===== src/rtl/core_pkg.sv =====
// core_pkg: shared ALU opcode constants, LSU FSM encoding and opcode class helpers.
package core_pkg;
  localparam logic [5:0] ALUOP_LW       = 6'd32;
  localparam logic [5:0] ALUOP_SW       = 6'd35;
  localparam logic [5:0] ALUOP_AMOSWAP  = 6'd36;
  localparam logic [5:0] ALUOP_LR       = 6'd37;
  localparam logic [5:0] ALUOP_SC       = 6'd38;
  localparam logic [5:0] ALUOP_BR_FIRST = 6'd40;
  localparam logic [5:0] ALUOP_BR_LAST  = 6'd45;
  typedef enum logic [1:0] {IDLE, RD_REQ, RD_WAIT, WR_REQ} lsu_state_t;
  function automatic logic is_mem(input logic [5:0] op);
    return op inside {ALUOP_LW, ALUOP_SW, ALUOP_AMOSWAP, ALUOP_LR, ALUOP_SC};
  endfunction
  function automatic logic is_branch(input logic [5:0] op);
    return op >= ALUOP_BR_FIRST && op <= ALUOP_BR_LAST;
  endfunction
endpackage


===== src/rtl/lsu_resv.sv =====
// lsu_resv: single LR/SC reservation, a valid bit plus a word-address tag.
module lsu_resv #(
  parameter int ADDR_W = 32
) (
  input  logic              clk,
  input  logic              rst,
  input  logic              set,
  input  logic              clr,
  input  logic [ADDR_W-3:0] set_tag,
  input  logic [ADDR_W-3:0] cmp_tag,
  output logic              hit
);
  logic              valid;
  logic [ADDR_W-3:0] tag;
  always_ff @(posedge clk or posedge rst)
    if (rst) begin
      valid <= 1'b0;
      tag   <= '0;
    end else if (set) begin
      valid <= 1'b1;
      tag   <= set_tag;
    end else if (clr) begin
      valid <= 1'b0;
    end
  assign hit = valid && tag == cmp_tag;
endmodule


===== src/rtl/lsu_amo.sv =====
// lsu_amo: memory-stage load/store/LR/SC/AMOSWAP unit with single-stage pass-through writeback.
module lsu_amo
  import core_pkg::*;
#(
  parameter int ADDR_W = 32,
  parameter int DATA_W = 32
) (
  input  logic              clk,
  input  logic              rst,
  input  logic              ex_valid,
  output logic              ex_ready,
  input  logic [5:0]        ex_aluop,
  input  logic [DATA_W-1:0] ex_aluout,
  input  logic [DATA_W-1:0] ex_rs2_data,
  input  logic [4:0]        ex_rd,
  output logic              mem_req,
  output logic              mem_we,
  output logic [ADDR_W-1:0] mem_addr,
  output logic [DATA_W-1:0] mem_wdata,
  input  logic              mem_gnt,
  input  logic              mem_rvalid,
  input  logic [DATA_W-1:0] mem_rdata,
  output logic              wb_valid,
  output logic [4:0]        wb_rd,
  output logic [DATA_W-1:0] wb_data,
  output logic              misalign
);
  lsu_state_t        state, state_d;
  logic [5:0]        op, op_d;
  logic [ADDR_W-3:0] wa, wa_d, cmp_tag;
  logic [DATA_W-1:0] wdata, wdata_d, rdata, rdata_d, wb_data_d;
  logic [4:0]        rd, rd_d, wb_rd_d;
  logic              wb_valid_d, misalign_d, resv_set, resv_clr, resv_hit;
  assign ex_ready  = state == IDLE;
  assign mem_addr  = {wa, 2'b00};
  assign mem_wdata = wdata;
  // SC checks the incoming address at acceptance; write grants check the latched one.
  assign cmp_tag   = state == IDLE ? ex_aluout[ADDR_W-1:2] : wa;
  lsu_resv #(.ADDR_W(ADDR_W)) u_resv (
    .clk(clk), .rst(rst), .set(resv_set), .clr(resv_clr),
    .set_tag(wa), .cmp_tag(cmp_tag), .hit(resv_hit)
  );
  always_comb begin
    state_d    = state;
    op_d       = op;
    wa_d       = wa;
    wdata_d    = wdata;
    rd_d       = rd;
    rdata_d    = rdata;
    wb_valid_d = 1'b0;
    wb_rd_d    = ex_rd;
    wb_data_d  = ex_aluout;
    misalign_d = 1'b0;
    resv_set   = 1'b0;
    resv_clr   = 1'b0;
    case (state)
      IDLE: if (ex_valid) begin
        if (is_mem(ex_aluop) && ex_aluout[1:0] != 2'b00) misalign_d = 1'b1;
        else begin
          op_d    = ex_aluop;
          wa_d    = ex_aluout[ADDR_W-1:2];
          wdata_d = ex_rs2_data;
          rd_d    = ex_rd;
          if (ex_aluop inside {ALUOP_LW, ALUOP_LR, ALUOP_AMOSWAP}) state_d = RD_REQ;
          else if (ex_aluop == ALUOP_SW || (ex_aluop == ALUOP_SC && resv_hit)) state_d = WR_REQ;
          resv_clr   = ex_aluop == ALUOP_SC;
          wb_valid_d = (!is_mem(ex_aluop) && !is_branch(ex_aluop)) || (ex_aluop == ALUOP_SC && !resv_hit);
          wb_data_d  = ex_aluop == ALUOP_SC ? DATA_W'(1) : ex_aluout;
        end
      end
      RD_REQ: if (mem_gnt) state_d = RD_WAIT;
      RD_WAIT: if (mem_rvalid) begin
        rdata_d    = mem_rdata;
        resv_set   = op == ALUOP_LR;
        state_d    = op == ALUOP_AMOSWAP ? WR_REQ : IDLE;
        wb_valid_d = op != ALUOP_AMOSWAP;
        wb_rd_d    = rd;
        wb_data_d  = mem_rdata;
      end
      WR_REQ: if (mem_gnt) begin
        state_d    = IDLE;
        resv_clr   = resv_hit;
        wb_valid_d = op == ALUOP_SC || op == ALUOP_AMOSWAP;
        wb_rd_d    = rd;
        wb_data_d  = op == ALUOP_SC ? '0 : rdata;
      end
      default: state_d = IDLE;
    endcase
  end
  always_ff @(posedge clk or posedge rst)
    if (rst) begin
      state    <= IDLE;
      op       <= '0;
      wa       <= '0;
      wdata    <= '0;
      rd       <= '0;
      rdata    <= '0;
      mem_req  <= 1'b0;
      mem_we   <= 1'b0;
      wb_valid <= 1'b0;
      wb_rd    <= '0;
      wb_data  <= '0;
      misalign <= 1'b0;
    end else begin
      state    <= state_d;
      op       <= op_d;
      wa       <= wa_d;
      wdata    <= wdata_d;
      rd       <= rd_d;
      rdata    <= rdata_d;
      mem_req  <= state_d == RD_REQ || state_d == WR_REQ;
      mem_we   <= state_d == WR_REQ;
      wb_valid <= wb_valid_d;
      misalign <= misalign_d;
      if (wb_valid_d) begin
        wb_rd   <= wb_rd_d;
        wb_data <= wb_data_d;
      end
    end
endmodule


===== config.mk =====
export PLATFORM = sky130hd
export DESIGN_NAME = lsu_amo
export DESIGN_NICKNAME = d
export VERILOG_FILES = /design/src/rtl/core_pkg.sv /design/src/rtl/lsu_resv.sv /design/src/rtl/lsu_amo.sv
export SDC_FILE = /design/constraint.sdc
export NUM_CORES = 1
export LEC_CHECK = 0
export ABC_CLOCK_PERIOD_IN_PS = 5820
export CORE_ASPECT_RATIO = 1.25
export CORE_UTILIZATION = 35
export DETAILED_ROUTE_END_ITERATION = 10
export PLACE_DENSITY = 0.64
export SLEW_MARGIN = 20
export SYNTH_ARGS = -nofsm -noshare
export SYNTH_HDL_FRONTEND = slang
export SYNTH_SLANG_ARGS = --single-unit
export TNS_END_PERCENT = 20

===== constraint.sdc =====
create_clock -name clk -period 5.82 [get_ports clk]
set_input_delay 0.582 -clock clk [delete_from_list [all_inputs] [get_ports clk]]
set_output_delay 0.582 -clock clk [all_outputs]
set_load 0.03 [all_outputs]

==> results of run 1 <==
## worst reg2reg max path: cells and delay by family, from the launching register on
family,cells,cell delay (ns)
AND/OR/NAND/NOR,3,0.62
buffers and inverters,3,0.91
XOR/XNOR,1,0.18
flip-flops,1,0.42
multiplexers,2,0.63
adder cells (fa/ha/maj),1,0.66
AO/OA/AOI/OAI,1,0.54
## cell usage after synthesis, drive strengths merged (4+ instances only)
master | number | area [sq um]
nand3 | 5 | 25.0
inv | 36 | 135
nor2 | 9 | 33.8
dfrtp | 178 | 4450
xnor2 | 7 | 61.3
a22o | 4 | 35.0
mux2i | 62 | 621
xor2 | 23 | 201
a222oi | 30 | 300
nand2b | 5 | 31.3
nand4 | 9 | 56.3
nand2 | 108 | 405
buf | 17 | 103
nor3b | 4 | 30.0
mux2 | 109 | 1230
ha | 4 | 50.1
o21ai | 8 | 40.0
clkbuf | 23 | 86.3
## cells in the final DEF, fill, tap and decap left out, types with 3 or more instances in the layout
cell type	n
mux2i_1	62
clkdlybuf4s50_1	215
a222oi_1	30
clkinv_4	4
nor3b_1	4
nor4_1	3
nand2_1	108
xor2_1	23
clkbuf_8	4
ha_1	3
buf_4	7
clkbuf_16	17
xnor2_1	7
o21ai_0	8
a22o_1	4
nand3_1	5
nand2b_1	5
nor2_1	8
nor2b_1	3
dfrtp_1	178
inv_1	35
nand4_1	9
o22ai_1	3
clkbuf_1	3
mux2_2	107
## registers in the layout, indices dropped and copies added (netlist names)
name / flops
wa: 30
op: 6
rd: 5
mem_req: 1
mem_we: 1
rdata: 32
u_resv.valid: 1
misalign: 1
u_resv.tag: 30
state: 1
wb_rd: 5
mem_wdata: 32
wb_valid: 1
wb_data: 32
## per-stage QoR
stage | std cells | area [sq um] | worst slack (ns)
6_report | 1181 | 11100 | 1.75
3_3_place_gp | 1150 | 10600 | 1.80
3_5_place_dp | 1150 | 10600 | 1.68
2_1_floorplan | 680 | 8170 | 0.408
4_1_cts | 1181 | 11100 | 1.67
5_1_grt | 1181 | 11100 | 1.48
## logic make-up after synthesis
| group | after synthesis |
|---|---|
| AND/OR/NAND/NOR | 159 |
| buffers and inverters | 76 |
| multiplexers | 171 |
| flip-flops | 178 |
| XOR/XNOR | 30 |
| AO/OA/AOI/OAI | 60 |
| other | 1 |
| adder cells (fa/ha/maj) | 4 |
## where the power goes
group	leakage, nW	internal (mW)	switching (mW)
combinational	2.42	1.45	1.72
sequential	2.21	1.80	0.366
clock	0.266	0.592	0.480
total	4.89	3.84	2.56
## how the worst min path moves through the flow
stage / start / to / slack (ns) / cells past startpoint
after detailed placement: rdata[11] / rdata[11] / 0.46 / 2
after global routing: rdata[17] / rdata[17] / 0.50 / 2
after CTS: rdata[11] / rdata[11] / 0.48 / 2
after floorplan: rdata[1] / rdata[1] / 0.45 / 2
final: rdata[18] / rdata[18] / 0.47 / 2
after global placement: rdata[18] / rdata[18] / 0.46 / 2
## layout make-up
class | count | share of cell area
clock buffers | 24 | 0.0442
clock inverters | 7 | 0.00472
inverters | 36 | 0.0133
multi-input cells | 426 | 0.307
flip-flops and latches | 178 | 0.400
well taps | 288 | 0.0324
repair buffers | 222 | 0.198
## per-layer routing
metal	global-route usage	up-vias	wire, um
met5	0	-	0
met4	0.0637	0	446
met3	0.0393	22	1220
met2	0.314	211	10800
met1	0.231	2941	8910
li1	-	2796	-
==> out/results.ini, run 1 <==
[global_routing]
grt_pass1_vias = 6103
grt.overflow.total = 0
antenna_found_initial = 0
grt_usage = 0.184
grt_pass1_wl_um = 34300
grt_max_degree = 147

[run_status]
violations = DRC
outcome = finished with violations

[timing]
fmax_ghz = 0.246
grt_setup_unrepaired = false
hold_violations = 0
finalCritPeriodShare = 0.700
fin_skew_ns = 0.0109
worst_pin_slew_ns = 1.03
fin_crit_ns = 4.07
relSlewSlack = 0.317
holdWs_ns = 0.474
setup_tns_ns = 0
setup_viol = 0
slew_viol_final = 0

[logic_synthesis]
synth_edf_count = 0
syn-instance-count = 679
ys_warn_count = 0
yosys.area_share.adder = 0.00613
synthMuxAreaShare = 0.226
async_flop_share = 1.00
synth_compound_area_frac = 0.0627
synthSimpleGateAreaFrac = 0.0866
synth_cell_types = 48
ys_dominant_reg_cell = dfrtp_1
synth.avg_cell_area_sq_um = 12.0
syn-cell-area_sq_um = 8160
ys_ff_latch = 178
synth_xor_area_frac = 0.0322
seq_area_frac_synth = 0.546
synth_top_family_by_area = multiplexers

[cts]
cts_setup_buffers = 0
clk_latency_ns = 0.42
cts_tree = done
path_clk_slew_ns = 0.06
cts_sinks = 178
clockRootBuffer = clkbuf_16
clk_path_buf_depth = 2
ctsHoldBuffers = 0
numCtsBuffers = 17
postCtsResizedCells = 0
htree_levels = 4

[place]
port_buffers = 215
hpwl_um = 14600
routabilityCongestion = 0.784

[floorplan]
io_pins = 218
dieArea_sq_um = 23900
core_sq_um = 23000
initial_utilization = 0.355
num_rows = 62
die_w_um = 139
die_h_um = 173

[setup_path]
r2r_end = wb_data[0]
cp-endpoint = wb_data[0]
cpPeakStageDelay_ns = 0.66
r2r_cells = 11
path_delay_family = buffers and inverters
cp.required_ns = 6.12
crit_path_end_kind = flop
crit_type = flop to flop
arrival_ns = 4.37
crit_start = mem_req
cp_cell_sequence = inv_1 > ha_2 > buf_4 > mux2i_1 > xor2_1 > nand4_1 > nor4_1 > nand4_1 > o31a_2 > buf_4 > mux2_1
crit_slowest_cell = ha_2
reg2reg_slack_ns = 1.75
r2r_start = mem_req
crit_cells = 11
critPathMaxFanout = 27
startpoint_type = flop
path_buf_inv = 3

[route]
antenna_left = 0
route.detailed.drc = 12
wire_per_inst_um = 18.1
firstDrtPassIters = 11
vias = 5970
viasPerCell = 5.06
drt_iter0_drc = 411
wirelength_um = 21300

[finish]
areaGrowthSynthToFinish_pct = 36.3
nFillCells = 2119
drive_gt1_frac = 0.170
regArea_sq_um = 4450
final_util = 0.484
finalNetCount = 997
antenna_cells = 0
multiInputGateArea_sq_um = 3410

[worst_hold_path]
hold_class = flop to flop

[power_and_ir_drop]
power_mw = 6.40
worst_ir_drop_vdd_mv = 0.248
leakage_nw = 4.89
power_density_nw_per_um2 = 575

[flow_run]
maxCapViolations = 0

Power figures use the tool's default switching activity.
==> inputs of run 2 (changes only) <==
Settings changed: ABC_CLOCK_PERIOD_IN_PS 5820 to 4250.
Clock period 5.82 ns to 4.25 ns, I/O delays scaled along.
==> run 2 against run 1 <==
Against the previous run:
- the flow still finishes with violations (DRC)
- critical path depth stayed put
- worst setup slack got worse by 1.2 ns
- via count grew 0.55%
- sequential share of layout area fell by 0.29 points
- cell count up 0.17%
- final area rose by 0.72%
- sequential power is 38% higher
- maximum frequency rose by 8.7%
- sequential cell count is the same
- wire length rose by 1.8%
- combinational power increased by 39%
- critical endpoint is now wb_data[11]
- largest power group unchanged
==> out/results.ini, run 2 (synthesis results as in run 1) <==
[run_status]
outcome = finished with violations
violations = DRC

[finish]
nFillCells = 2077  ; -2.0%
drive_gt1_frac = 0.174  ; +0.00409
antenna_cells = 0  ; unchanged
multiInputGateArea_sq_um = 3410  ; unchanged
final_cell_mix = clkdlybuf4s50_1, dfrtp_1, nand2_1
finalNetCount = 999  ; +0.20%
areaGrowthSynthToFinish_pct = 37.3
layout_commonest_cell = clkdlybuf4s50_1
regArea_sq_um = 4450  ; unchanged

[setup_path]
critPathMaxFanout = 23  ; -15%
reg2reg_slack_ns = 0.50  ; -1.24 ns
crit_path_end_kind = flop
path_delay_family = buffers and inverters
arrival_ns = 4.04  ; -0.33 ns
cp.required_ns = 4.54  ; -1.58 ns
r2r_end = wb_data[11]
cp_cell_sequence = inv_1 > ha_2 > buf_4 > mux2i_1 > xor2_1 > nand4_1 > nor4_1 > nand4_1 > o31a_2 > buf_4 > mux2i_1
crit_type = flop to flop
startpoint_type = flop
path_buf_inv = 3  ; unchanged
r2r_cells = 11  ; unchanged
r2r_start = state[1]
crit_start = state[1]
cpPeakStageDelay_ns = 0.64  ; -0.02 ns
crit_slowest_cell = o31a_2

[place]
hpwl_um = 14700  ; +0.84%
port_buffers = 215  ; unchanged
routabilityCongestion = 0.772  ; -1.6%

[timing]
fin_crit_ns = 3.75  ; -0.326 ns
slew_viol_final = 0  ; unchanged
fin_skew_ns = 0.0124  ; +0.00147 ns
fmax_ghz = 0.267  ; +8.7%
setup_tns_ns = 0  ; unchanged
worst_pin_slew_ns = 0.964  ; -0.0616 ns
grt_setup_unrepaired = false
relSlewSlack = 0.358  ; +0.0410
setup_viol = 0  ; unchanged
finalCritPeriodShare = 0.882  ; +0.182
hold_violations = 0  ; unchanged

[floorplan]
initial_utilization = 0.355  ; unchanged
dieArea_sq_um = 23900  ; unchanged
core_sq_um = 23000  ; unchanged
die_h_um = 173  ; unchanged
num_rows = 62  ; unchanged
die_w_um = 139  ; unchanged
io_pins = 218  ; unchanged

[power_and_ir_drop]
clkPwrFrac = 0.174  ; +0.007
power.switching_mw = 3.57  ; +39%
worst_ir_drop_vdd_mv = 0.329  ; +33%
power.share.sequential = 0.333  ; -0.005
power_mw = 8.91  ; +39%
leakage_nw = 4.93  ; +0.70%
comb_power_share = 0.493  ; about the same
power_density_nw_per_um2 = 795  ; +38%
p_sw_frac = 0.400  ; about the same
p_int_mw = 5.34  ; +39%

[route]
route.detailed.drc = 12  ; unchanged
wire_per_inst_um = 18.4  ; +1.6%
vias = 6003  ; +0.55%
firstDrtPassIters = 8  ; -3
drt_iter0_drc = 503  ; +22%
antenna_left = 0  ; unchanged
viasPerCell = 5.07  ; +0.38%
wirelength_um = 21700  ; +1.8%

[cts]
postCtsResizedCells = 0  ; unchanged
cts_setup_buffers = 0  ; unchanged
clk_path_buf_depth = 2  ; unchanged
clk_latency_ns = 0.43  ; about the same
cts_sinks = 178  ; unchanged
path_clk_slew_ns = 0.07  ; about the same
ctsHoldBuffers = 0  ; unchanged
cts_tree = done
numCtsBuffers = 17  ; unchanged
htree_levels = 4  ; unchanged
clockRootBuffer = clkbuf_16

[global_routing]
grt_max_degree = 169  ; +15%
antenna_found_initial = 0  ; unchanged
grt.overflow.total = 0  ; unchanged
grt_usage = 0.187  ; +0.00302
grt_pass1_wl_um = 34800  ; +1.5%
grt_pass1_vias = 6085  ; -0.29%

[worst_hold_path]
hold_class = primary input to async pin

[flow_run]
maxCapViolations = 0  ; unchanged

==> run 2: how the worst max path moves through the flow <==
stage                             end  slack [ns]  cells past startpoint
after floorplan            wb_data[0]        1.08                     12
after global placement    wb_data[22]        0.57                     11
after detailed placement  wb_data[23]        0.47                     11
after CTS                  wb_data[4]        0.47                     11
after global routing      wb_data[29]        0.18                     11
final                     wb_data[11]        0.50                     11
==> run 2: layer usage <==
metal	track usage	wire [um]
met1	0.241	9300
met2	0.322	11100
met3	0.0288	952
met4	0.0618	340
met5	0	0
==> run 2: area by class of cell <==
class / instances / share of cell area
Sequential cell: 178 / 0.398
Inverter: 36 / 0.0124
Timing Repair Buffer: 224 / 0.202
Clock inverter: 10 / 0.00916
Clock buffer: 21 / 0.0420
Tap cell: 288 / 0.0322
Multi-Input combinational cell: 426 / 0.305
==> run 2: power groups by stage <==
stage	combinational [mW]	sequential (mW)	clock [mW]
finish	4.39	2.97	1.55
global route	4.68	3.08	1.66
CTS	4.43	2.97	1.59
detailed placement	4.41	2.99	0
global placement	4.36	2.97	0
floorplan	1.86	3.85	0
==> run 2: worst register-to-register path, delay by kind of cell, from the launching register on <==
kind	cells	cell delay, ns
AND/OR/NAND/NOR	3	0.57
flip-flops	1	0.43
buffers and inverters	3	0.79
multiplexers	2	0.39
AO/OA/AOI/OAI	1	0.64
XOR/XNOR	1	0.19
adder cells (fa/ha/maj)	1	0.61
==> run 2: stage by stage <==
step / cell area (sq um) / setup WS, ns / hold slack (ns) / util / instances
finish: 11200 / 0.503 / 0.293 / 0.488 / 1183
global route: 11200 / 0.184 / 0.326 / 0.488 / 1183
CTS: 11200 / 0.469 / 0.288 / 0.487 / 1182
detailed placement: 10600 / 0.468 / 0.463 / 0.462 / 1151
global placement: 10600 / 0.572 / 0.457 / 0.462 / 1151
floorplan: 8170 / 1.08 / 0.446 / - / 680
